### config.mk
export PLATFORM = sky130hd
export DESIGN_NAME = vc_read_arbiter
export DESIGN_NICKNAME = d
export VERILOG_FILES = /design/src/rtl/vc_read_arbiter_pkg.sv /design/src/rtl/vc_read_arbiter_grant_select.sv /design/src/rtl/vc_read_arbiter.sv
export SDC_FILE = /design/constraint.sdc
export NUM_CORES = 1
export LEC_CHECK = 0
export ABC_AREA = 1
export CAP_MARGIN = 30
export CORE_MARGIN = 2
export CORE_UTILIZATION = 46
export CTS_CLUSTER_DIAMETER = 100
export CTS_CLUSTER_SIZE = 30
export DETAILED_ROUTE_END_ITERATION = 8
export PLACE_DENSITY = 0.84
export SLEW_MARGIN = 20
export SYNTH_ARGS = -nofsm -noshare
export SYNTH_HDL_FRONTEND = slang
export SYNTH_SLANG_ARGS = --single-unit
### constraint.sdc
create_clock -name clk -period 4.2 [get_ports clk]
set_input_delay 0.63 -clock clk [delete_from_list [all_inputs] [get_ports clk]]
set_output_delay 0.63 -clock clk [all_outputs]
set_load 0.01 [all_outputs]
### src/rtl/vc_read_arbiter_pkg.sv
// Shared state encoding, destination-field helpers and sizing constants for the
// VC read arbiter and its grant selector.
package vc_arb_pkg;

  localparam int DEST_W     = 2;
  localparam int NUM_DEST   = 4;
  localparam int WORD_MAX_W = 32;

  typedef enum logic [1:0] {
    IDLE   = 2'd0,
    POP    = 2'd1,
    CAP    = 2'd2,
    SETTLE = 2'd3
  } arb_state_t;

  // Destination index sits in the top DEST_W bits of a word that is `width` bits wide.
  function automatic logic [DEST_W-1:0] dest_field(input logic [WORD_MAX_W-1:0] word,
                                                   input int unsigned width);
    dest_field = word[width-1 -: DEST_W];
  endfunction

  function automatic logic [NUM_DEST-1:0] dest_onehot(input logic [DEST_W-1:0] dest);
    dest_onehot = {{(NUM_DEST-1){1'b0}}, 1'b1} << dest;
  endfunction

endpackage

### src/rtl/vc_read_arbiter_grant_select.sv
// Combinational grant decision: per-VC eligibility against empties and destination
// backpressure, VC0 priority with a starvation override in favour of VC1.
module vc_grant_select
  import vc_arb_pkg::*;
#(
  parameter int STARVE_W = 4
) (
  input  logic                init,
  input  logic                empty_vc0,
  input  logic                empty_vc1,
  input  logic [DEST_W-1:0]   dest_vc0,
  input  logic [DEST_W-1:0]   dest_vc1,
  input  logic [NUM_DEST-1:0] dest_almost_full,
  input  logic [STARVE_W-1:0] starve_cnt,
  input  logic [STARVE_W-1:0] starve_limit,
  output logic                grant_vc0,
  output logic                grant_vc1
);

  logic elig_vc0_s;
  logic elig_vc1_s;
  logic starved_s;

  // Eligibility, starvation override and mutually exclusive grant.
  always_comb begin
    elig_vc0_s = init & ~empty_vc0 & ~dest_almost_full[dest_vc0];
    elig_vc1_s = init & ~empty_vc1 & ~dest_almost_full[dest_vc1];
    // A zero limit means strict VC0 priority; the override never fires.
    starved_s  = elig_vc1_s & (starve_limit != {STARVE_W{1'b0}}) & (starve_cnt >= starve_limit);
    grant_vc0  = elig_vc0_s & ~starved_s;
    grant_vc1  = elig_vc1_s & ~grant_vc0;
  end

endmodule

### src/rtl/vc_read_arbiter.sv
// Consumer end of the VC0/VC1 FIFO pair: pops one word at a time through a fixed
// IDLE/POP/CAP/SETTLE sequence and pushes it to the destination FIFO named by its top bits.
module vc_read_arbiter
  import vc_arb_pkg::*;
#(
  parameter int DATA_WIDTH = 6,
  parameter int STARVE_W   = 4
) (
  input  logic                  clk,
  input  logic                  reset,
  input  logic                  init,
  input  logic                  empty_vc0,
  input  logic                  empty_vc1,
  input  logic [DATA_WIDTH-1:0] peek_vc0,
  input  logic [DATA_WIDTH-1:0] peek_vc1,
  input  logic [DATA_WIDTH-1:0] data_vc0,
  input  logic [DATA_WIDTH-1:0] data_vc1,
  input  logic [NUM_DEST-1:0]   dest_almost_full,
  input  logic [STARVE_W-1:0]   starve_limit,
  output logic                  rd_vc0,
  output logic                  rd_vc1,
  output logic [NUM_DEST-1:0]   push,
  output logic [DATA_WIDTH-1:0] push_data,
  output logic                  idle
);

  localparam logic [STARVE_W-1:0] STARVE_MAX  = {STARVE_W{1'b1}};
  localparam logic [STARVE_W-1:0] STARVE_ZERO = {STARVE_W{1'b0}};
  localparam logic [STARVE_W-1:0] STARVE_ONE  = {{(STARVE_W-1){1'b0}}, 1'b1};

  arb_state_t            state_r;
  logic                  src_r;
  logic [STARVE_W-1:0]   starve_cnt_r;

  logic                  grant_vc0_s;
  logic                  grant_vc1_s;
  logic [DEST_W-1:0]     peek_dest_vc0_s;
  logic [DEST_W-1:0]     peek_dest_vc1_s;
  logic [DATA_WIDTH-1:0] cap_word_s;
  logic [DEST_W-1:0]     cap_dest_s;
  logic [STARVE_W-1:0]   starve_after_vc0_s;

  assign peek_dest_vc0_s = dest_field(WORD_MAX_W'(peek_vc0), DATA_WIDTH);
  assign peek_dest_vc1_s = dest_field(WORD_MAX_W'(peek_vc1), DATA_WIDTH);
  assign cap_dest_s      = dest_field(WORD_MAX_W'(cap_word_s), DATA_WIDTH);

  vc_grant_select #(
    .STARVE_W(STARVE_W)
  ) u_grant_select (
    .init             (init),
    .empty_vc0        (empty_vc0),
    .empty_vc1        (empty_vc1),
    .dest_vc0         (peek_dest_vc0_s),
    .dest_vc1         (peek_dest_vc1_s),
    .dest_almost_full (dest_almost_full),
    .starve_cnt       (starve_cnt_r),
    .starve_limit     (starve_limit),
    .grant_vc0        (grant_vc0_s),
    .grant_vc1        (grant_vc1_s)
  );

  // Captured word follows the granted source; VC0 grants only count while VC1 is waiting.
  always_comb begin
    cap_word_s         = data_vc0;
    starve_after_vc0_s = STARVE_ZERO;
    if (src_r) begin
      cap_word_s = data_vc1;
    end else begin
      cap_word_s = data_vc0;
    end
    if (empty_vc1) begin
      starve_after_vc0_s = STARVE_ZERO;
    end else if (starve_cnt_r == STARVE_MAX) begin
      starve_after_vc0_s = STARVE_MAX;
    end else begin
      starve_after_vc0_s = starve_cnt_r + STARVE_ONE;
    end
  end

  // Pop/capture/push sequencer with registered strobes and starvation bookkeeping.
  always_ff @(posedge clk) begin
    if (reset) begin
      state_r      <= IDLE;
      src_r        <= 1'b0;
      starve_cnt_r <= STARVE_ZERO;
      rd_vc0       <= 1'b0;
      rd_vc1       <= 1'b0;
      push         <= {NUM_DEST{1'b0}};
      push_data    <= {DATA_WIDTH{1'b0}};
      idle         <= 1'b1;
    end else begin
      case (state_r)
        IDLE: begin
          if (grant_vc0_s) begin
            state_r      <= POP;
            src_r        <= 1'b0;
            rd_vc0       <= 1'b1;
            idle         <= 1'b0;
            starve_cnt_r <= starve_after_vc0_s;
          end else if (grant_vc1_s) begin
            state_r      <= POP;
            src_r        <= 1'b1;
            rd_vc1       <= 1'b1;
            idle         <= 1'b0;
            starve_cnt_r <= STARVE_ZERO;
          end else begin
            state_r <= IDLE;
            idle    <= 1'b1;
          end
        end
        POP: begin
          rd_vc0  <= 1'b0;
          rd_vc1  <= 1'b0;
          state_r <= CAP;
        end
        CAP: begin
          // Routing follows the popped data, even if it disagrees with the earlier peek.
          push      <= dest_onehot(cap_dest_s);
          push_data <= cap_word_s;
          state_r   <= SETTLE;
        end
        SETTLE: begin
          push    <= {NUM_DEST{1'b0}};
          idle    <= 1'b1;
          state_r <= IDLE;
        end
        default: begin
          state_r <= IDLE;
          rd_vc0  <= 1'b0;
          rd_vc1  <= 1'b0;
          push    <= {NUM_DEST{1'b0}};
          idle    <= 1'b1;
        end
      endcase
    end
  end

endmodule

Word level (Yosys, flattened, before mapping) --
Index checks and enable logic that the tools add are counted.
Word-level totals: bits in registers 20, bits of input ports 37, output and inout port bits 13, logic and storage cells 65
Cells by class: equal/unequal tests 7, reductions and logical operators 9, shift-type cells 1, order comparisons 3, add/subtract/negate cells 1, mux-type cells 22, bitwise gates (word level) 14
Operators with widths (number):
- two-way mux 4 bit | 4
- two-way mux 1 bit | 10
- AND 1 bit | 8
- one-hot mux 2 bit (4 select lines) | 1
- one-hot mux 4 bit (2 select lines) | 1
- nonzero test 2 bit | 4
- less-than comparator 2 x 3 -> 1 bit (second input constant) | 2
- two-way mux 6 bit | 1
- != test 2 bit (second input constant) | 3
- inverter 1 bit | 6
- one-hot mux 1 bit (2 select lines) | 3
- adder 4 x 1 -> 4 bit (second input constant) | 1
- binary-select mux 1 bit (select 2 bit) | 2
- equality test 2 bit (second input constant) | 2
- equality test 4 bit (second input constant) | 1
- >= comparator 4 bit | 1
- AND reduction 2 bit | 2
- nonzero test 4 bit | 1
- << shifter 1 x 2 -> 4 bit (first input constant) | 1
- AND reduction 3 bit | 1
- equality test 2 x 1 -> 1 bit (second input constant) | 1
- zero test 2 bit | 1

Logic depth before layout (Yosys ltp) --
word-level depth 13, gate-level depth with buffers 13, gate-level depth less buffers 13

Modules after synthesis --
From an unflattened synthesis, not the netlist that was laid out.
Second synthesis, totals: cell total of the unflattened synthesis 193, area total of the unflattened synthesis 1268.7 µm²
By module, submodules not included:
- vc_read_arbiter | instances 1, cells each 148, sequential area each 400.4 µm², area each 1039.7 µm²
- vc_grant_select | instances 1, cells each 45, sequential area each 0.0 µm², area each 229.0 µm²

Worst setup path before layout --
OpenSTA, ideal clock, no wires.
kind input to register, start input port starve_limit[3], end register starve_cnt_r[2], setup time 0.068 ns, slack 2.510 ns, data required time 4.132 ns, arrival time 1.623 ns, stages on the path 9, buffers on the path 0, cells stage by stage inv_1 > ha_1 > a21oi_1 > nand3_1 > nand2_1 > nor2_1 > nor2_2 > nand3_1 > a21oi_2
Between the ends: word-level cells in the longest chain between the ends 9, elaborated cells between the ends (all ways) 11, classes of those cells order compare (1); mux (1); bitwise (6); reduce/logical (3)
Ends and longest elaborated chain:
- from (decl) | line vc_read_arbiter.sv:19 | input logic [STARVE_W-1:0] starve_limit,
- branches (longest 2 deep; another with >= comparator 4 bit)
- AND 1 bit (*) | line vc_read_arbiter_grant_select.sv:29 | starved_s = elig_vc1_s & (starve_limit != {STARVE_W{1'b0}}) & (starve_cnt >= starve_limit);
- inverter 1 bit (*) | line vc_read_arbiter_grant_select.sv:30 | grant_vc0 = elig_vc0_s & ~starved_s;
- AND 1 bit (*) | line vc_read_arbiter_grant_select.sv:30
- inverter 1 bit | line vc_read_arbiter_grant_select.sv:31 | grant_vc1 = elig_vc1_s & ~grant_vc0;
- AND 1 bit | line vc_read_arbiter_grant_select.sv:31
- nonzero test 2 bit (no source line)
- AND reduction 2 bit (no source line)
- to (signal assigned) | line vc_read_arbiter.sv:99 | starve_cnt_r <= starve_after_vc0_s;
- to (decl) | line vc_read_arbiter.sv:33 | logic [STARVE_W-1:0] starve_cnt_r;
Mark *: on every way between the ends. A chain may end at the register's enable or synchronous reset.

Worst setup path after layout --
start input port starve_limit[2], end register starve_cnt_r[0]
Same word-level chain as after synthesis.

==> results by group <==
Placement
  • Cells after DPL: 255
  • GP Congestion: 0.786
  • IO buf count: 41
  • Detailed Place HPWL: 2210 um

STA
  • Normalized max-slew margin: 0.664
  • Fin. max-slew vios: 0
  • Final hold violations: 0
  • Min Tclk post-route: 2.02 ns
  • Setup TNS: 0 ns
  • Fmax achieved: 494 MHz
  • Slew @ Worst Pin: 0.505 ns
  • RSZ-0062 raised after global routing: no
  • Endpoints failing setup: 0
  • Final Cycle Share: 0.482
  • Skew final: 0.00407 ns

Final layout
  • Non-filler cells, final: 258
  • Nets: 277
  • Share of layout cells above drive strength 1: 0.0789
  • Antenna diode count: 0
  • Area Growth Syn to Fin: 36.6%

Setup path
  • Worst R2R End: starve_cnt_r[0]
  • Worst path cell trace: clkdlybuf4s50_1 > inv_1 > ha_1 > nand2_1 > inv_1 > nand2_1 > nand3_1 > nand2_1 > nor2_1 > nor2_2 > nand3_1 > a21oi_2
  • Levels on crit path: 12
  • Cell mode on critical path: nand2_1
  • Crit path capture type: flop
  • Master of the slowest instance on the critical path: clkdlybuf4s50_1
  • Worst flop-to-flop path startpoint: starve_cnt_r[2]
  • Crit path max fanout: 4
  • Critical path type: primary input to flop
  • CP required: 4.43 ns
  • Largest stage delay on the critical path: 0.47 ns
  • Delay-heaviest family, CP: simple AND/OR/NAND/NOR gates
  • Worst-case reg-to-reg path depth: 10
  • R2R setup slack: 2.63 ns
  • Crit path from: starve_limit[2]
  • Critical path buffers and inverters: 3
  • Setup crit start kind: primary input
  • Worst Path Arrival: 2.25 ns

GRT
  • Initial antenna violation count: 0
  • Largest net degree at the start of global routing: 16
  • Total track usage: 0.183
  • Vias in the first global route: 1142
  • Global route overflow: 0
  • Global-route wire length before repair: 4710 um

Clocking
  • CTS tree: built
  • Postcts setup bufs: 0
  • Clk sinks: 20
  • Hold_buf cts: 0
  • Clock Path Buffers: 2
  • # H-tree levels: 1
  • Clk_lat worst skew: 0.29 ns
  • TritonCTS Buffers: 3
  • Clock Root Buffer: clkbuf_4
  • CTS resizes: 0
  • Clock-pin slew on the worst setup and hold paths: 0.10 ns

Flow run
  • Total of max-cap violations: 0

Logic synthesis
  • Post-synth net total: 234
  • Sequential fraction of the synthesis area: 0.320
  • Ys async rst share: 0
  • Area share of the largest cell type after synthesis: 0.320
  • Adder-Cell Fraction of Synth Area: 0.0999
  • Synth top area cells: dfxtp_1 (32%), nand2_1 (13%), inv_1 (10%)
  • Syn_area_per_cell: 6.70 um^2
  • Simple-gate share of the synthesized area: 0.332
  • Largest area contributor in the netlist: dfxtp_1
  • Count of different cell masters after synthesis: 23
  • Seq cells post-synth: 20
  • Total of warnings raised by yosys: 0
  • XOR/XNOR Fraction of Synth Area: 0
  • Post-synth EDFFs: 0
  • Cells after Synth: 187
  • Mux share of post-synthesis cell area: 0
  • Commonest register cell after synthesis: dfxtp_1
  • Synthesized cell area: 1250 um^2
  • Post-synthesis compound-gate area fraction: 0.119
  • Post-synth top cells: nand2_1 (44), inv_1 (35), dfxtp_1 (20)
  • Count leader, synth: nand2_1
  • Largest family of logic cells by synthesized area: simple AND/OR/NAND/NOR gates

Worst hold path
  • Hold Crit Start: push[3]
  • Worst Hold Path Cells: 2
  • Hold Path End: push[3]
  • Hold WC Path Type: flop to flop

Drt
  • Drt wl/cell: 10.4 um
  • Avg Vias per Cell: 4.76
  • DR pass1 iterations: 4
  • Met1 wire length: 1300 um
  • DRC: 0
  • Max layer used: met4
  • Post-route ant nets: 0
  • Met2 WL: 1270 um
  • Initial drt markers: 36
  • Met3 WL: 88 um
  • Final wirelength: 2670 um
  • Vias: 1228

Floorplan
  • Starting density of the core: 0.497
  • Die Y: 56.2 um
  • Core area: 2520 um^2
  • Chip width: 56.2 um
  • # rows: 18
  • Die area: 3160 um^2
  • I/O Pins: 50

Power and ir drop
  • Pwr/cell area: 385 nW/um^2
  • Switching share of power: 0.372
  • Internal power: 0.413 mW
  • Lkg Pwr: 0.786 nW
  • Power share of the clock group: 0.129
  • Combinational share of power: 0.475
  • Reg power frac: 0.396
  • Switching pwr: 0.244 mW
  • Max VDD drop: 0.535 mV

Outcome
  • Status: finished, final reports clean
==> kinds of logic after synthesis <==
family / Yosys count
AO/OA/AOI/OAI: 24
adder cells (fa/ha/maj): 10
buffers and inverters: 43
flip-flops: 20
AND/OR/NAND/NOR: 90
==> worst max-delay path by stage <==
stage / to / slack [ns]
2_1_floorplan: starve_cnt_r[2] / 2.51
3_3_place_gp: starve_cnt_r[0] / 1.91
3_5_place_dp: starve_cnt_r[0] / 1.87
4_1_cts: starve_cnt_r[0] / 2.18
5_1_grt: starve_cnt_r[3] / 2.01
6_report: starve_cnt_r[0] / 2.18
==> worst register-to-register path, stage by stage (launching register included) <==
cell and delay, ns:
dfxtp_1 0.43, ha_1 0.28, nand2_1 0.07, inv_1 0.04, nand2_1 0.05, nand3_1 0.10
nand2_1 0.10, nor2_1 0.05, nor2_2 0.14, nand3_1 0.12, a21oi_2 0.12
==> routing by layer <==
metal,vias to the layer above,global-route usage
met4,0,0.0408
met1,529,0.235
met3,2,0.0488
met2,20,0.308
met5,-,0
li1,677,-
==> cells in the final DEF, fill, tap and decap left out <==
master and n:
nand2_1 44, clkdlybuf4s50_1 41, inv_1 35, dfxtp_1 20, nand3_1 18, nor2_1 14, a21oi_1 12, ha_1 10
o211ai_1 6, inv_2 4, nand3_2 4, nand4_1 3, clkbuf_4 3, nor2_2 2, nand2_2 2, o21ai_0 2
a21oi_2 2, a32oi_1 1, nand3b_1 1, clkinv_1 1, nor2_4 1, nor3_1 1, a211oi_1 1
==> metrics by stage <==
step	hold slack [ns]	util	power, mW	setup WS, ns	instance area, um^2
floorplan	0.474	-	0.448	2.51	1250
global placement	0.453	0.669	0.568	1.91	1690
detailed placement	0.458	0.669	0.578	1.87	1690
CTS	0.473	0.678	0.663	2.18	1710
global route	0.498	0.678	0.716	2.01	1710
finish	0.473	0.678	0.658	2.18	1710
==> state kept, by name (all words and copies together), names as in the netlist <==
name,flops
state_r,2
push_data,6
idle,1
push,4
rd_vc1,1
rd_vc0,1
starve_cnt_r,4
src_r,1
==> power by group through the flow <==
stage	Combinational [mW]	Sequential [mW]	Clock [mW]
2_1_floorplan	0.174	0.274	0
3_3_place_gp	0.305	0.263	0
3_5_place_dp	0.313	0.265	0
4_1_cts	0.315	0.261	0.0870
5_1_grt	0.355	0.265	0.0955
6_report	0.312	0.261	0.0847
==> layout make-up <==
cell class / count / area, um^2
Fill cell: 233 / 812
Tap cell: 30 / 37.5
Inverter: 40 / 150
Sequential cell: 20 / 400
Clock buffer: 3 / 22.5
Timing Repair Buffer: 41 / 410
Multi-Input combinational cell: 124 / 689
No activity file was read; power rests on OpenSTA's default activity.
